## config.mk

```make
export PLATFORM = sky130hd
export DESIGN_NAME = conv_window_sequencer_flat
export DESIGN_NICKNAME = d
export VERILOG_FILES = /design/src/rtl/conv_pkg.sv /design/src/rtl/conv_window_sequencer_if.sv /design/src/rtl/conv_window_addr_gen.sv /design/src/rtl/conv_window_sequencer.sv /design/src/flat_wrapper.sv
export SDC_FILE = /design/constraint.sdc
export NUM_CORES = 1
export LEC_CHECK = 0
export CAP_MARGIN = 20
export CORE_ASPECT_RATIO = 0.6
export CORE_MARGIN = 3
export CORE_UTILIZATION = 45
export CTS_CLUSTER_DIAMETER = 30
export DETAILED_ROUTE_END_ITERATION = 7
export PLACE_DENSITY = 0.77
export SYNTH_ARGS = -nofsm -noshare
export SYNTH_HDL_FRONTEND = slang
export SYNTH_SLANG_ARGS = --single-unit
```

## constraint.sdc

```tcl
create_clock -name clk -period 9.75 [get_ports clk]
set_clock_uncertainty 0.1 [all_clocks]
set_input_delay 0.975 -clock clk [delete_from_list [all_inputs] [get_ports clk]]
set_output_delay 0.975 -clock clk [all_outputs]
set_load 0.02 [all_outputs]
```

## src/rtl/conv_pkg.sv

```systemverilog
`default_nettype none
// +----------------------------------------------------------------------+
// | Package     : conv_pkg                                               |
// | Description : Shared types and helpers for the conv window sequencer |
// |               (state encoding, default word width, size helpers).    |
// | Revision    : 1.0  initial release                                   |
// +----------------------------------------------------------------------+
package conv_pkg;

    localparam int DATA_W = 32;

    typedef enum logic [2:0] {
        IDLE  = 3'd0,
        FETCH = 3'd1,
        DRAIN = 3'd2,
        ISSUE = 3'd3,
        WAIT  = 3'd4,
        WRITE = 3'd5,
        DONE  = 3'd6
    } state_t;

    // Number of window positions along one side of the output map.
    function automatic int out_dim(input int in_size, input int filt, input int stride);
        return (in_size - filt) / stride + 1;
    endfunction

    // Address width able to index n entries; never narrower than one bit.
    function automatic int addr_w(input int n);
        return (n > 1) ? $clog2(n) : 1;
    endfunction

endpackage
`default_nettype wire

```

## src/rtl/conv_window_sequencer_if.sv

```systemverilog
`default_nettype none
// +----------------------------------------------------------------------+
// | Interface   : conv_window_sequencer_if                               |
// | Description : Control, input-RAM, engine and output-RAM signals of   |
// |               the conv window sequencer.                             |
// | Revision    : 1.0  initial release                                   |
// +----------------------------------------------------------------------+
interface conv_window_sequencer_if #(
    parameter int INPUT_SIZE  = 7,
    parameter int FILTER_SIZE = 3,
    parameter int STRIDE      = 2,
    parameter int DATA_W      = 32
) ();
    import conv_pkg::*;

    localparam int c_NWIN    = FILTER_SIZE * FILTER_SIZE;
    localparam int c_OUT_DIM = out_dim(INPUT_SIZE, FILTER_SIZE, STRIDE);
    localparam int c_IN_AW   = addr_w(INPUT_SIZE * INPUT_SIZE);
    localparam int c_OUT_AW  = addr_w(c_OUT_DIM * c_OUT_DIM);

    logic                       start;
    logic                       busy;
    logic                       done;
    logic                       in_rd_en;
    logic [c_IN_AW-1:0]         in_addr;
    logic [DATA_W-1:0]          in_rd_data;
    logic                       conv_valid;
    logic                       conv_ready;
    logic [c_NWIN*DATA_W-1:0]   conv_window;
    logic                       res_valid;
    logic [DATA_W-1:0]          res_data;
    logic                       out_wr_en;
    logic [c_OUT_AW-1:0]        out_addr;
    logic [DATA_W-1:0]          out_wr_data;

    // Sequencer side.
    modport master (
        input  start, in_rd_data, conv_ready, res_valid, res_data,
        output busy, done, in_rd_en, in_addr, conv_valid, conv_window,
               out_wr_en, out_addr, out_wr_data
    );

    // Environment side: RAMs, engine and controller.
    modport slave (
        output start, in_rd_data, conv_ready, res_valid, res_data,
        input  busy, done, in_rd_en, in_addr, conv_valid, conv_window,
               out_wr_en, out_addr, out_wr_data
    );

endinterface
`default_nettype wire

```

## src/rtl/conv_window_addr_gen.sv

```systemverilog
`default_nettype none
// +----------------------------------------------------------------------+
// | Module      : conv_window_addr_gen                                   |
// | Description : Window position (row/col) and in-window (r/c) counters |
// |               producing input-RAM read addresses, the output index   |
// |               and last-window / last-fetch flags.                    |
// | Revision    : 1.0  initial release                                   |
// +----------------------------------------------------------------------+
module conv_window_addr_gen #(
    parameter int INPUT_SIZE  = 7,
    parameter int FILTER_SIZE = 3,
    parameter int STRIDE      = 2,
    parameter int IN_AW       = conv_pkg::addr_w(INPUT_SIZE * INPUT_SIZE),
    parameter int OUT_AW      = conv_pkg::addr_w(conv_pkg::out_dim(INPUT_SIZE, FILTER_SIZE, STRIDE)
                                                 * conv_pkg::out_dim(INPUT_SIZE, FILTER_SIZE, STRIDE)),
    parameter int WIDX_W      = conv_pkg::addr_w(FILTER_SIZE * FILTER_SIZE)
) (
    input  logic              clk,
    input  logic              rst,
    input  logic              clear,
    input  logic              step,
    input  logic              advance,
    output logic [IN_AW-1:0]  in_addr,
    output logic [OUT_AW-1:0] out_addr,
    output logic [WIDX_W-1:0] win_idx,
    output logic              fetch_last,
    output logic              last_win
);
    import conv_pkg::*;

    // Position counters must hold INPUT_SIZE + STRIDE, the largest value
    // compared while deciding whether the next window still fits.
    localparam int c_PW  = addr_w(INPUT_SIZE + STRIDE + 1);
    localparam int c_FW  = addr_w(FILTER_SIZE);

    localparam logic [c_PW-1:0] c_STEP = c_PW'(STRIDE);
    localparam logic [c_PW-1:0] c_K    = c_PW'(FILTER_SIZE);
    localparam logic [c_PW-1:0] c_N    = c_PW'(INPUT_SIZE);
    localparam logic [c_FW-1:0] c_KM1  = c_FW'(FILTER_SIZE - 1);

    logic [c_PW-1:0]   r_row;
    logic [c_PW-1:0]   r_col;
    logic [c_FW-1:0]   r_r;
    logic [c_FW-1:0]   r_c;
    logic [OUT_AW-1:0] r_out_idx;

    logic [c_PW-1:0]   w_col_next;
    logic              w_col_wrap;

    assign w_col_next = r_col + c_STEP;
    assign w_col_wrap = (w_col_next + c_K) > c_N;

    assign in_addr    = (IN_AW'(r_row) + IN_AW'(r_r)) * IN_AW'(INPUT_SIZE)
                      + IN_AW'(r_col) + IN_AW'(r_c);
    assign out_addr   = r_out_idx;
    assign win_idx    = WIDX_W'(r_r) * WIDX_W'(FILTER_SIZE) + WIDX_W'(r_c);
    assign fetch_last = (r_r == c_KM1) && (r_c == c_KM1);
    assign last_win   = ((r_row + c_STEP + c_K) > c_N) && w_col_wrap;

    // Walk r/c across the window during fetch; step the window in raster order after each write.
    always_ff @(posedge clk) begin
        if (rst || clear) begin
            r_row     <= '0;
            r_col     <= '0;
            r_r       <= '0;
            r_c       <= '0;
            r_out_idx <= '0;
        end else begin
            if (step) begin
                if (r_c == c_KM1) begin
                    r_c <= '0;
                    r_r <= (r_r == c_KM1) ? '0 : r_r + c_FW'(1);
                end else begin
                    r_c <= r_c + c_FW'(1);
                end
            end
            if (advance) begin
                r_out_idx <= r_out_idx + OUT_AW'(1);
                if (w_col_wrap) begin
                    r_col <= '0;
                    r_row <= r_row + c_STEP;
                end else begin
                    r_col <= w_col_next;
                end
            end
        end
    end

endmodule
`default_nettype wire

```

## src/rtl/conv_window_sequencer.sv

```systemverilog
`default_nettype none
// +----------------------------------------------------------------------+
// | Module      : conv_window_sequencer                                  |
// | Description : Time-multiplexes one conv engine over every strided    |
// |               window of a feature map: fetch window, hand it to the  |
// |               engine, wait for the result, write it out.             |
// | Revision    : 1.0  initial release                                   |
// +----------------------------------------------------------------------+
module conv_window_sequencer #(
    parameter int INPUT_SIZE  = 7,
    parameter int FILTER_SIZE = 3,
    parameter int STRIDE      = 2,
    parameter int DATA_W      = conv_pkg::DATA_W
) (
    input  logic                    clk,
    input  logic                    rst,
    conv_window_sequencer_if.master bus
);
    import conv_pkg::*;

    localparam int c_NWIN    = FILTER_SIZE * FILTER_SIZE;
    localparam int c_OUT_DIM = out_dim(INPUT_SIZE, FILTER_SIZE, STRIDE);
    localparam int c_IN_AW   = addr_w(INPUT_SIZE * INPUT_SIZE);
    localparam int c_OUT_AW  = addr_w(c_OUT_DIM * c_OUT_DIM);
    localparam int c_WIDX_W  = addr_w(c_NWIN);

    state_t                   r_state;
    logic                     r_busy;
    logic                     r_done;
    logic                     r_in_rd_en;
    logic                     r_conv_valid;
    logic                     r_out_wr_en;
    logic [DATA_W-1:0]        r_out_wr_data;

    logic [DATA_W-1:0]        r_window [c_NWIN];
    logic                     r_cap_en;
    logic [c_WIDX_W-1:0]      r_cap_idx;

    logic                     w_clear;
    logic                     w_step;
    logic                     w_advance;
    logic [c_IN_AW-1:0]       w_in_addr;
    logic [c_OUT_AW-1:0]      w_out_addr;
    logic [c_WIDX_W-1:0]      w_win_idx;
    logic                     w_fetch_last;
    logic                     w_last_win;
    logic [c_NWIN*DATA_W-1:0] w_window_flat;

    assign w_clear   = (r_state == IDLE) && bus.start;
    assign w_step    = (r_state == FETCH);
    assign w_advance = (r_state == WRITE);

    conv_window_addr_gen #(
        .INPUT_SIZE  (INPUT_SIZE),
        .FILTER_SIZE (FILTER_SIZE),
        .STRIDE      (STRIDE),
        .IN_AW       (c_IN_AW),
        .OUT_AW      (c_OUT_AW),
        .WIDX_W      (c_WIDX_W)
    ) u_addr_gen (
        .clk        (clk),
        .rst        (rst),
        .clear      (w_clear),
        .step       (w_step),
        .advance    (w_advance),
        .in_addr    (w_in_addr),
        .out_addr   (w_out_addr),
        .win_idx    (w_win_idx),
        .fetch_last (w_fetch_last),
        .last_win   (w_last_win)
    );

    // Main sequencing FSM; every control output is a register set on the transition into its state.
    always_ff @(posedge clk) begin
        if (rst) begin
            r_state       <= IDLE;
            r_busy        <= 1'b0;
            r_done        <= 1'b0;
            r_in_rd_en    <= 1'b0;
            r_conv_valid  <= 1'b0;
            r_out_wr_en   <= 1'b0;
            r_out_wr_data <= '0;
        end else begin
            r_done      <= 1'b0;
            r_out_wr_en <= 1'b0;
            case (r_state)
                IDLE: begin
                    if (bus.start) begin
                        r_state    <= FETCH;
                        r_busy     <= 1'b1;
                        r_in_rd_en <= 1'b1;
                    end
                end
                FETCH: begin
                    if (w_fetch_last) begin
                        r_state    <= DRAIN;
                        r_in_rd_en <= 1'b0;
                    end
                end
                DRAIN: begin
                    r_state      <= ISSUE;
                    r_conv_valid <= 1'b1;
                end
                ISSUE: begin
                    if (bus.conv_ready) begin
                        r_state      <= WAIT;
                        r_conv_valid <= 1'b0;
                    end
                end
                WAIT: begin
                    if (bus.res_valid) begin
                        r_state       <= WRITE;
                        r_out_wr_en   <= 1'b1;
                        r_out_wr_data <= bus.res_data;
                    end
                end
                WRITE: begin
                    if (w_last_win) begin
                        r_state <= DONE;
                        r_busy  <= 1'b0;
                        r_done  <= 1'b1;
                    end else begin
                        r_state    <= FETCH;
                        r_in_rd_en <= 1'b1;
                    end
                end
                DONE: begin
                    r_state <= IDLE;
                end
                default: begin
                    r_state <= IDLE;
                end
            endcase
        end
    end

    // RAM data lags its read by one cycle, so each read's slot index is delayed alongside it.
    always_ff @(posedge clk) begin
        if (rst) begin
            r_cap_en  <= 1'b0;
            r_cap_idx <= '0;
            for (int i = 0; i < c_NWIN; i++) begin
                r_window[i] <= '0;
            end
        end else begin
            r_cap_en  <= r_in_rd_en;
            r_cap_idx <= w_win_idx;
            if (r_cap_en) begin
                r_window[r_cap_idx] <= bus.in_rd_data;
            end
        end
    end

    for (genvar gi = 0; gi < c_NWIN; gi++) begin : g_pack
        assign w_window_flat[gi*DATA_W +: DATA_W] = r_window[gi];
    end

    assign bus.busy        = r_busy;
    assign bus.done        = r_done;
    assign bus.in_rd_en    = r_in_rd_en;
    assign bus.in_addr     = w_in_addr;
    assign bus.conv_valid  = r_conv_valid;
    assign bus.conv_window = w_window_flat;
    assign bus.out_wr_en   = r_out_wr_en;
    assign bus.out_addr    = w_out_addr;
    assign bus.out_wr_data = r_out_wr_data;

endmodule
`default_nettype wire

```

## src/flat_wrapper.sv

```systemverilog
// flat-port wrapper written by rule: the top's interface ports become plain ports
module conv_window_sequencer_flat import conv_pkg::*;
#(
    parameter int INPUT_SIZE  = 7,
    parameter int FILTER_SIZE = 3,
    parameter int STRIDE      = 2,
    parameter int DATA_W      = conv_pkg::DATA_W
)
  (clk, rst, bus_start, bus_in_rd_data, bus_conv_ready, bus_res_valid, bus_res_data, bus_busy, bus_done, bus_in_rd_en, bus_in_addr, bus_conv_valid, bus_conv_window, bus_out_wr_en, bus_out_addr, bus_out_wr_data);
  conv_window_sequencer_if #(.INPUT_SIZE(INPUT_SIZE), .FILTER_SIZE(FILTER_SIZE), .STRIDE(STRIDE), .DATA_W(DATA_W)) bus_i ();
  input  logic clk;
  input  logic rst;
  input wire logic [$bits(bus_i.start)-1:0] bus_start;
  input wire logic [$bits(bus_i.in_rd_data)-1:0] bus_in_rd_data;
  input wire logic [$bits(bus_i.conv_ready)-1:0] bus_conv_ready;
  input wire logic [$bits(bus_i.res_valid)-1:0] bus_res_valid;
  input wire logic [$bits(bus_i.res_data)-1:0] bus_res_data;
  output wire logic [$bits(bus_i.busy)-1:0] bus_busy;
  output wire logic [$bits(bus_i.done)-1:0] bus_done;
  output wire logic [$bits(bus_i.in_rd_en)-1:0] bus_in_rd_en;
  output wire logic [$bits(bus_i.in_addr)-1:0] bus_in_addr;
  output wire logic [$bits(bus_i.conv_valid)-1:0] bus_conv_valid;
  output wire logic [$bits(bus_i.conv_window)-1:0] bus_conv_window;
  output wire logic [$bits(bus_i.out_wr_en)-1:0] bus_out_wr_en;
  output wire logic [$bits(bus_i.out_addr)-1:0] bus_out_addr;
  output wire logic [$bits(bus_i.out_wr_data)-1:0] bus_out_wr_data;
  assign bus_i.start = bus_start;
  assign bus_i.in_rd_data = bus_in_rd_data;
  assign bus_i.conv_ready = bus_conv_ready;
  assign bus_i.res_valid = bus_res_valid;
  assign bus_i.res_data = bus_res_data;
  assign bus_busy = bus_i.busy;
  assign bus_done = bus_i.done;
  assign bus_in_rd_en = bus_i.in_rd_en;
  assign bus_in_addr = bus_i.in_addr;
  assign bus_conv_valid = bus_i.conv_valid;
  assign bus_conv_window = bus_i.conv_window;
  assign bus_out_wr_en = bus_i.out_wr_en;
  assign bus_out_addr = bus_i.out_addr;
  assign bus_out_wr_data = bus_i.out_wr_data;
  conv_window_sequencer #(.INPUT_SIZE(INPUT_SIZE), .FILTER_SIZE(FILTER_SIZE), .STRIDE(STRIDE), .DATA_W(DATA_W)) u_core (.clk(clk), .rst(rst), .bus(bus_i));
endmodule
```

==> summary.md, run 1 <==
| Metric | Value |
|---|---|
| Status | finished, final reports clean |
| Post_cts resized | 0 |
| Worst hold path type | flip-flop to flip-flop |
| Drt wl/cell | between 20 and 25 um |
| Worst-case clock buffer depth | 3 |
| Crit path DAT | approximately 4.1 ns |
| Setup-failing EPs final | 0 |
| Setup crit end kind | output port |
| Filler instances | 2,063 |
| Iter 0 DRT Violations | 629 |
| Post-DRT Antenna Nets | 0 |
| Critical path class | flip-flop to output port |
| Layout Area Growth over Synthesis | 45.25% |
| Post-synth EDFFs | around 290 |
| # port buffers | a little over 400 |
| Slew Viols, Final | 0 |
| CTS root buffer | clkbuf_16 |
| Startpoint types | flip-flop |
| Number of core rows | 48 |
| Hold Slack | approximately 0.35 ns |
| Total Wirelength | 42,030 um |
| Clock sinks | about 350 |
| Critical Path RT | ~8.7 ns |
| # H-tree levels | 2 |
| Via count | 9,202 |
| Yosys cell types | 47 |
| Syn Nets | between 1,000 and 1,500 |
| Largest net degree at the start of global routing | 57 |
| Minimum clock period | roughly 5 ns |
| Avg Cell Area, Syn | around 14 um^2 |
| Number of diodes | 0 |
| Final Hold Vio Count | 0 |
| Slowest-stage cell, CP | clkdlybuf4s50_1 |
| Fmax | ~0.19 GHz |
| GRT Total Usage | 25.43% |
| Slew HR | between 20% and 30% |
| Crit path max fanout | 6 |
| Post-route DRC | 0 |
| Critical path's top delay family | adder cells |
| Synth Cell Area | approximately 14,000 um^2 |
| FFs w/ async S/R, synth | 0% |
| Met3 Usage GRT | 7.956% |
| Global routing usage on met1 | between 30 and 40% |
| Register area share after synthesis | 71.92% |
| CP Cell Sequence | ha_1, ha_1, fa_1, fa_1, ha_1, o21ai_0, o21bai_1, a21oi_1, xnor2_1, clkdlybuf4s50_1 |
| Max_cap viols | 0 |
| Unrepaired setup endpoints after global routing | false |
| Multi-input logic area | 3545 um^2 |
| Die area | approximately 33,000 um^2 |
| Worst path most repeated cell | ha_1 |
| Vias in the first global route | around 9,300 |
| Routed vias/inst | just over 5 |
| Routability cong. | 0.8637 |
| Skew-Pair Late Insertion Delay | 0.54 ns |
| Number of detailed-route iterations in the first pass | 5 |
| CP max stage delay | slightly above 0.6 ns |
| Die H | between 100 and 150 um |
| Top_reg_cell synth | edfxtp_1 |
| Pwr Density | a little under 200 nW/um^2 |
| Global route overflow | 0 |
| Worst Max-Slew Pin Slew | between 1 and 1.5 ns |
| First-pass GRT wire length | 61,310 um |
| Initial antenna violation count | 0 |
| VDD IR-drop max | roughly 0.14 mV |
| Most frequent cells in the layout | clkdlybuf4s50_1 (402), and2_1 (288), edfxtp_1 (288) |
| Most used routing layer | met2 |
| Num ports | 404 |
| CTS tree | done |
| Hold-fix buffers, CTS | 0 |
| Die extent in x | between 200 and 250 um |
| Core area | approximately 29,000 um^2 |
| Seq. cell area | 9829 um^2 |
| Fin crit share | a little over half |
| Clock transition at path regs | ~0.050 ns |
| Starting Density | between 40% and 50% |
| #FFs+latches synth | 347 |
| Met2 usage | 42.35% |
| Setup TNS | 0 ns |
| HPWL after detailed placement | ~28,000 um |
| Commonest non-fill, non-tap cell in the layout | clkdlybuf4s50_1 |
| Leak | approximately 0.0075 uW |
| Bufs and invs on worst path | 1 |
| Post-CTS setup buffer count | 0 |
| Layout cells sized above 1 | about 8.2% |
| Num CTS Buffers | 47 |
| Synth Warn # | 0 |
| Post-synthesis cell count | 970 |
| Layout Nets | 1,486 |
==> worst paths after layout <==
kind	startpoint	to	slack, ns	cells after the start
setup reg to reg	u_core.r_cap_en$_SDFF_PP0_	u_core.r_window[1][22]$_SDFFCE_PN0P_	7.03	4
setup / recovery	u_core.u_addr_gen.r_row[1]$_SDFFE_PP0P_	bus_in_addr[5]	4.62	10
hold reg to reg	u_core.bus.out_wr_data[23]$_SDFFE_PP0P_	u_core.bus.out_wr_data[23]$_SDFFE_PP0P_	0.35	2
hold / removal	u_core.bus.out_wr_data[23]$_SDFFE_PP0P_	u_core.bus.out_wr_data[23]$_SDFFE_PP0P_	0.35	2
==> per-layer routing <==
metal | wire length, um | up-vias
met5 | 0 | -
met4 | 982 | 0
met3 | 3977 | 67
met2 | 19980 | 427
met1 | 17100 | 4549
li1 | - | 4159
==> report_power, final <==
| group | leakage, uW | total (uW) | internal, uW | switching (uW) |
|---|---|---|---|---|
| Combinational | 0.00317 | 271 | 111 | 160 |
| Clock | 0.000836 | 1870 | 1190 | 677 |
| Sequential | 0.00345 | 1670 | 1650 | 21.5 |
| Total | 0.00746 | 3820 | 2960 | 859 |
==> flip-flops by register name (all words and copies together), names as in the netlist <==
signal	count
u_core.r_window	288
u_core.u_addr_gen.r_c	2
u_core.u_addr_gen.r_r	2
u_core.bus.done	1
u_core.u_addr_gen.r_col	3
u_core.u_addr_gen.out_addr	4
u_core.r_cap_idx	4
u_core.bus.out_wr_data	32
u_core.bus.busy	1
u_core.r_cap_en	1
u_core.bus.conv_valid	1
u_core.bus.out_wr_en	1
u_core.bus.in_rd_en	1
u_core.u_addr_gen.r_row	3
u_core.r_state	3
==> worst register-to-register path, cell delays in order (launching register included) <==
cell	delay, ns
dfxtp_1	0.31
nand2b_1	0.10
or3_4	0.41
nor2_4	0.59
or2_2	0.82
==> synthesized netlist by cell type, types with 2 or more instances <==
cell type | n | area share, %
a211oi_1 | 3 | 0.16
nor2_1 | 18 | 0.49
xor2_1 | 5 | 0.32
nand2_1 | 78 | 2.1
a21o_1 | 5 | 0.27
and2_1 | 288 | 13
and3_1 | 2 | 0.092
xnor2_1 | 9 | 0.58
clkbuf_2 | 9 | 0.33
or2_2 | 9 | 0.41
nor2_2 | 6 | 0.27
mux2i_1 | 2 | 0.15
nand3_1 | 4 | 0.15
nand4b_1 | 2 | 0.13
buf_4 | 3 | 0.16
inv_1 | 23 | 0.63
clkbuf_1 | 16 | 0.44
buf_2 | 19 | 0.70
a21oi_1 | 45 | 1.6
a31oi_1 | 2 | 0.092
nor3_1 | 6 | 0.22
nand2b_1 | 4 | 0.18
edfxtp_1 | 288 | 63
o21ai_0 | 5 | 0.18
dfxtp_1 | 59 | 8.6
fa_1 | 8 | 1.2
o211ai_1 | 2 | 0.11
and4b_1 | 2 | 0.15
ha_1 | 24 | 2.2
nor2b_1 | 6 | 0.27
or3_1 | 2 | 0.092
==> cell type report <==
| type | count | area share (%) |
|---|---|---|
| Sequential cell | 347 | 49.51 |
| Timing Repair Buffer | 413 | 20.89 |
| Multi-Input combinational cell | 553 | 17.86 |
| Clock buffer | 50 | 6.196 |
| Clock inverter | 37 | 2.584 |
| Tap cell | 400 | 2.521 |
| Inverter | 23 | 0.4349 |
==> metrics by stage <==
| stage | worst slack, ns | instances | power, uW | area (um^2) | utilization [%] |
|---|---|---|---|---|---|
| final | 4.616 | 1823 | 3816 | 19850 | 67.73 |
| after global routing | 4.424 | 1823 | 3914 | 19850 | 67.73 |
| after CTS | 4.590 | 1821 | 3842 | 19810 | 67.60 |
| after detailed placement | 5.173 | 1734 | 1976 | 18070 | 61.65 |
| after global placement | 5.204 | 1733 | 1972 | 18040 | 61.56 |
| after floorplan | 5.801 | 970 | 1801 | 13670 | - |
==> logic make-up (layout without fill, tap and decap cells) <==
family,count (synthesis),count (layout),share of synthesized area [%]
mux,2,2,0.1465
xor+xnor,15,15,1.071
flops,347,347,71.92
fa+ha+maj,32,32,3.369
buf+inv,70,523,2.261
simple gates,435,435,18.37
compound gates,69,69,2.866
(Power assumes the default switching activity.)
==> inputs of run 2 (changes only) <==
Clock period 9.75 ns to 4.9 ns, I/O delays scaled along.
==> run 2 against run 1 <==
Effect of this change: core utilization is 0.56 points lower; die area stayed put; global-route usage is 0.41 points lower; non-clock buffer count is 1 higher; critical path type unchanged; via count is 0.54% lower; sequential share of layout area is 0.42 points higher; hold slack better by 0.0028 ns; first-iteration DRC count is 1.1% lower; critical path depth stayed put; highest routed layer unchanged.
==> summary.md, run 2 (synthesis gave the netlist of run 1 again) <==
| Metric | Value |
|---|---|
| Status | finished, final reports clean (unchanged) |
| Placement Cell Area | 18,070 um^2 (about the same) |
| Setup slack, reg-to-reg | 2.14 ns (was 7.03 ns) |
| Slew Viols, Final | 0 (unchanged) |
| Post_cts resized | 0 (unchanged) |
| Power Total | 7303 uW (was 3816 uW) |
| CP Launch Point | u_core.u_addr_gen.r_row[1]$_SDFFE_PP0P_ (unchanged) |
| PnR worst setup slack | 0.2403 ns (was 4.616 ns) |
| Die H | 141.0 um (unchanged) |
| Via count | 9,152 (was 9,202) |
| Routability cong. | 0.8832 (was 0.8637) |
| Die extent in x | 231.0 um (unchanged) |
| Max reg flops | 288 (unchanged) |
| Critical path class | flip-flop to output port (unchanged) |
| Num ports | 404 (unchanged) |
| Die area | 32,570 um^2 (unchanged) |
| Layout cells sized above 1 | 7.854% (was 8.152%) |
| Number of core rows | 48 (unchanged) |
| First-pass GRT wire length | 60,200 um (was 61,310 um) |
| Layout Area Growth over Synthesis | 44.04% (was 45.25%) |
| Core Util, Final | 67.17% (was 67.73%) |
| Worst path most repeated cell | ha_1 (unchanged) |
| Skew-Pair Late Insertion Delay | 0.55 ns (was 0.54 ns) |
| Leak | 0.007396 uW (was 0.007459 uW) |
| Register name with the most flops | u_core.r_window (unchanged) |
| Worst hold path type | flip-flop to flip-flop (unchanged) |
| Num CTS Buffers | 48 (was 47) |
| GRT Total Usage | 25.02% (was 25.43%) |
| Bufs and invs on worst path | 1 (unchanged) |
| Most frequent cells in the layout | clkdlybuf4s50_1 (402), and2_1 (288), edfxtp_1 (288) (unchanged) |
| Crit path DAT | 4.07 ns (was 4.06 ns) |
| Post-layout instance area | 19,690 um^2 (was 19,850 um^2) |
| Largest net degree at the start of global routing | 56 (was 57) |
| Critical Path RT | 4.31 ns (was 8.68 ns) |
| Initial antenna violation count | 1 (was 0) |
| Post-DRT Antenna Nets | 0 (unchanged) |
| Post-route DRC | 0 (unchanged) |
| Hold-fix buffers, CTS | 0 (unchanged) |
| Post-CTS setup buffer count | 0 (unchanged) |
| Slew HR | 29.12% (was 28.62%) |
| Commonest non-fill, non-tap cell in the layout | clkdlybuf4s50_1 (unchanged) |
| FF-to-FF Start | u_core.r_cap_en$_SDFF_PP0_ (unchanged) |
| # H-tree levels | 2 (unchanged) |
| Number of diodes | 0 (unchanged) |
| HPWL after detailed placement | 27,650 um (was 28,110 um) |
| Startpoint types | flip-flop (unchanged) |
| Layout Nets | 1,488 (was 1,486) |
| Vias in the first global route | 9,351 (was 9,340) |
| CP max stage delay | 0.63 ns (was 0.62 ns) |
| Starting Density | 46.63% (unchanged) |
| Total Wirelength | 41,300 um (was 42,030 um) |
| Clock sinks | 347 (unchanged) |
| Pwr Density | 371.0 nW/um^2 (was 192.2 nW/um^2) |
| Drt wl/cell | 22.62 um (was 23.06 um) |
| DP Worst Slack | 0.7842 ns (was 5.173 ns) |
| Unrepaired setup endpoints after global routing | false (unchanged) |
| Final Hold Vio Count | 0 (unchanged) |
| CTS root buffer | clkbuf_16 (unchanged) |
| Core area | 29,310 um^2 (unchanged) |
| Worst Max-Slew Pin Slew | 1.063 ns (was 1.071 ns) |
| Iter 0 DRT Violations | 622 (was 629) |
| Fmax | ~0.21 GHz |
| Routed vias/inst | 5.012 (was 5.048) |
| Number of detailed-route iterations in the first pass | 5 (unchanged) |
| Setup crit end kind | output port (unchanged) |
| Global route overflow | 0 (unchanged) |
| CP Cell Sequence | ha_1, ha_1, fa_1, fa_1, ha_1, o21ai_0, o21bai_1, a21oi_1, xnor2_1, clkdlybuf4s50_1 (unchanged) |
| CTS tree | done (unchanged) |
| Setup-failing EPs final | 0 (unchanged) |
| Crit path max fanout | 6 (unchanged) |
| Hold Crit Start | u_core.bus.out_wr_data[16]$_SDFFE_PP0P_ (was u_core.bus.out_wr_data[23]$_SDFFE_PP0P_) |
| VDD IR-drop max | 0.2783 mV (was 0.1445 mV) |
| Setup TNS | 0 ns (unchanged) |
| # port buffers | 403 (unchanged) |
| Worst-case clock buffer depth | 3 (unchanged) |
| Slowest-stage cell, CP | clkdlybuf4s50_1 (unchanged) |
| Clock transition at path regs | 0.06 ns (was 0.05 ns) |
| Minimum clock period | 4.660 ns |
| Max_cap viols | 0 (unchanged) |
| Fin crit share | a little over nine tenths |
| Critical path's top delay family | adder cells (unchanged) |
run 2: cell types whose count changed in the layout (fill, tap and decap cells not counted), sizes merged:
cell / previous run / this run
clkbuf: 50 / 55
clkinvlp: 7 / 4
clkinv: 16 / 13
bufinv: 10 / 4
inv: 27 / 36
buf: 11 / 12
run 2: layout make-up:
class                           instances  area [um^2]
Tap cell                              400        500.5
Sequential cell                       347         9829
Multi-Input combinational cell        553         3545
Clock inverter                         34        340.3
Inverter                               23        86.33
Clock buffer                           55         1259
Fill cell                            2066         9622
Timing Repair Buffer                  414         4126
run 2: stage by stage:
step / instances / hold WS (ns)
2_1_floorplan: 970 / 0.3611
3_3_place_gp: 1735 / 0.3411
3_5_place_dp: 1736 / 0.3494
4_1_cts: 1825 / 0.3549
5_1_grt: 1826 / 0.3697
6_report: 1826 / 0.3546
run 2: worst paths after layout:
kind,cells past startpoint,end
hold / removal,2,u_core.bus.out_wr_data[16]$_SDFFE_PP0P_
setup reg to reg,4,u_core.r_window[1][8]$_SDFFCE_PN0P_
hold reg to reg,2,u_core.bus.out_wr_data[16]$_SDFFE_PP0P_
setup / recovery,10,bus_in_addr[5]
run 2: power breakdown:
part / total, uW / internal [uW] / switching (uW)
Combinational: 539 / 222 / 317
Sequential: 3330 / 3290 / 42.9
Clock: 3440 / 2090 / 1340
run 2: worst register-to-register path, delay by kind of cell (launching register included):
family / cells / cell delay (ns)
flip-flops: 1 / 0.31
AND/OR/NAND/NOR: 4 / 1.94
run 2: per-layer routing:
layer / vias up / global-route usage [%] / part of all wire, % / wire length (um)
met1: 4517 / 32.75 / 42 / 17310
met3: 55 / 8.300 / 9.3 / 3846
li1: 4174 / - / - / -
met4: 0 / 7.134 / 2.4 / 992
met5: - / 0 / 0 / 0
met2: 406 / 40.25 / 46 / 19150
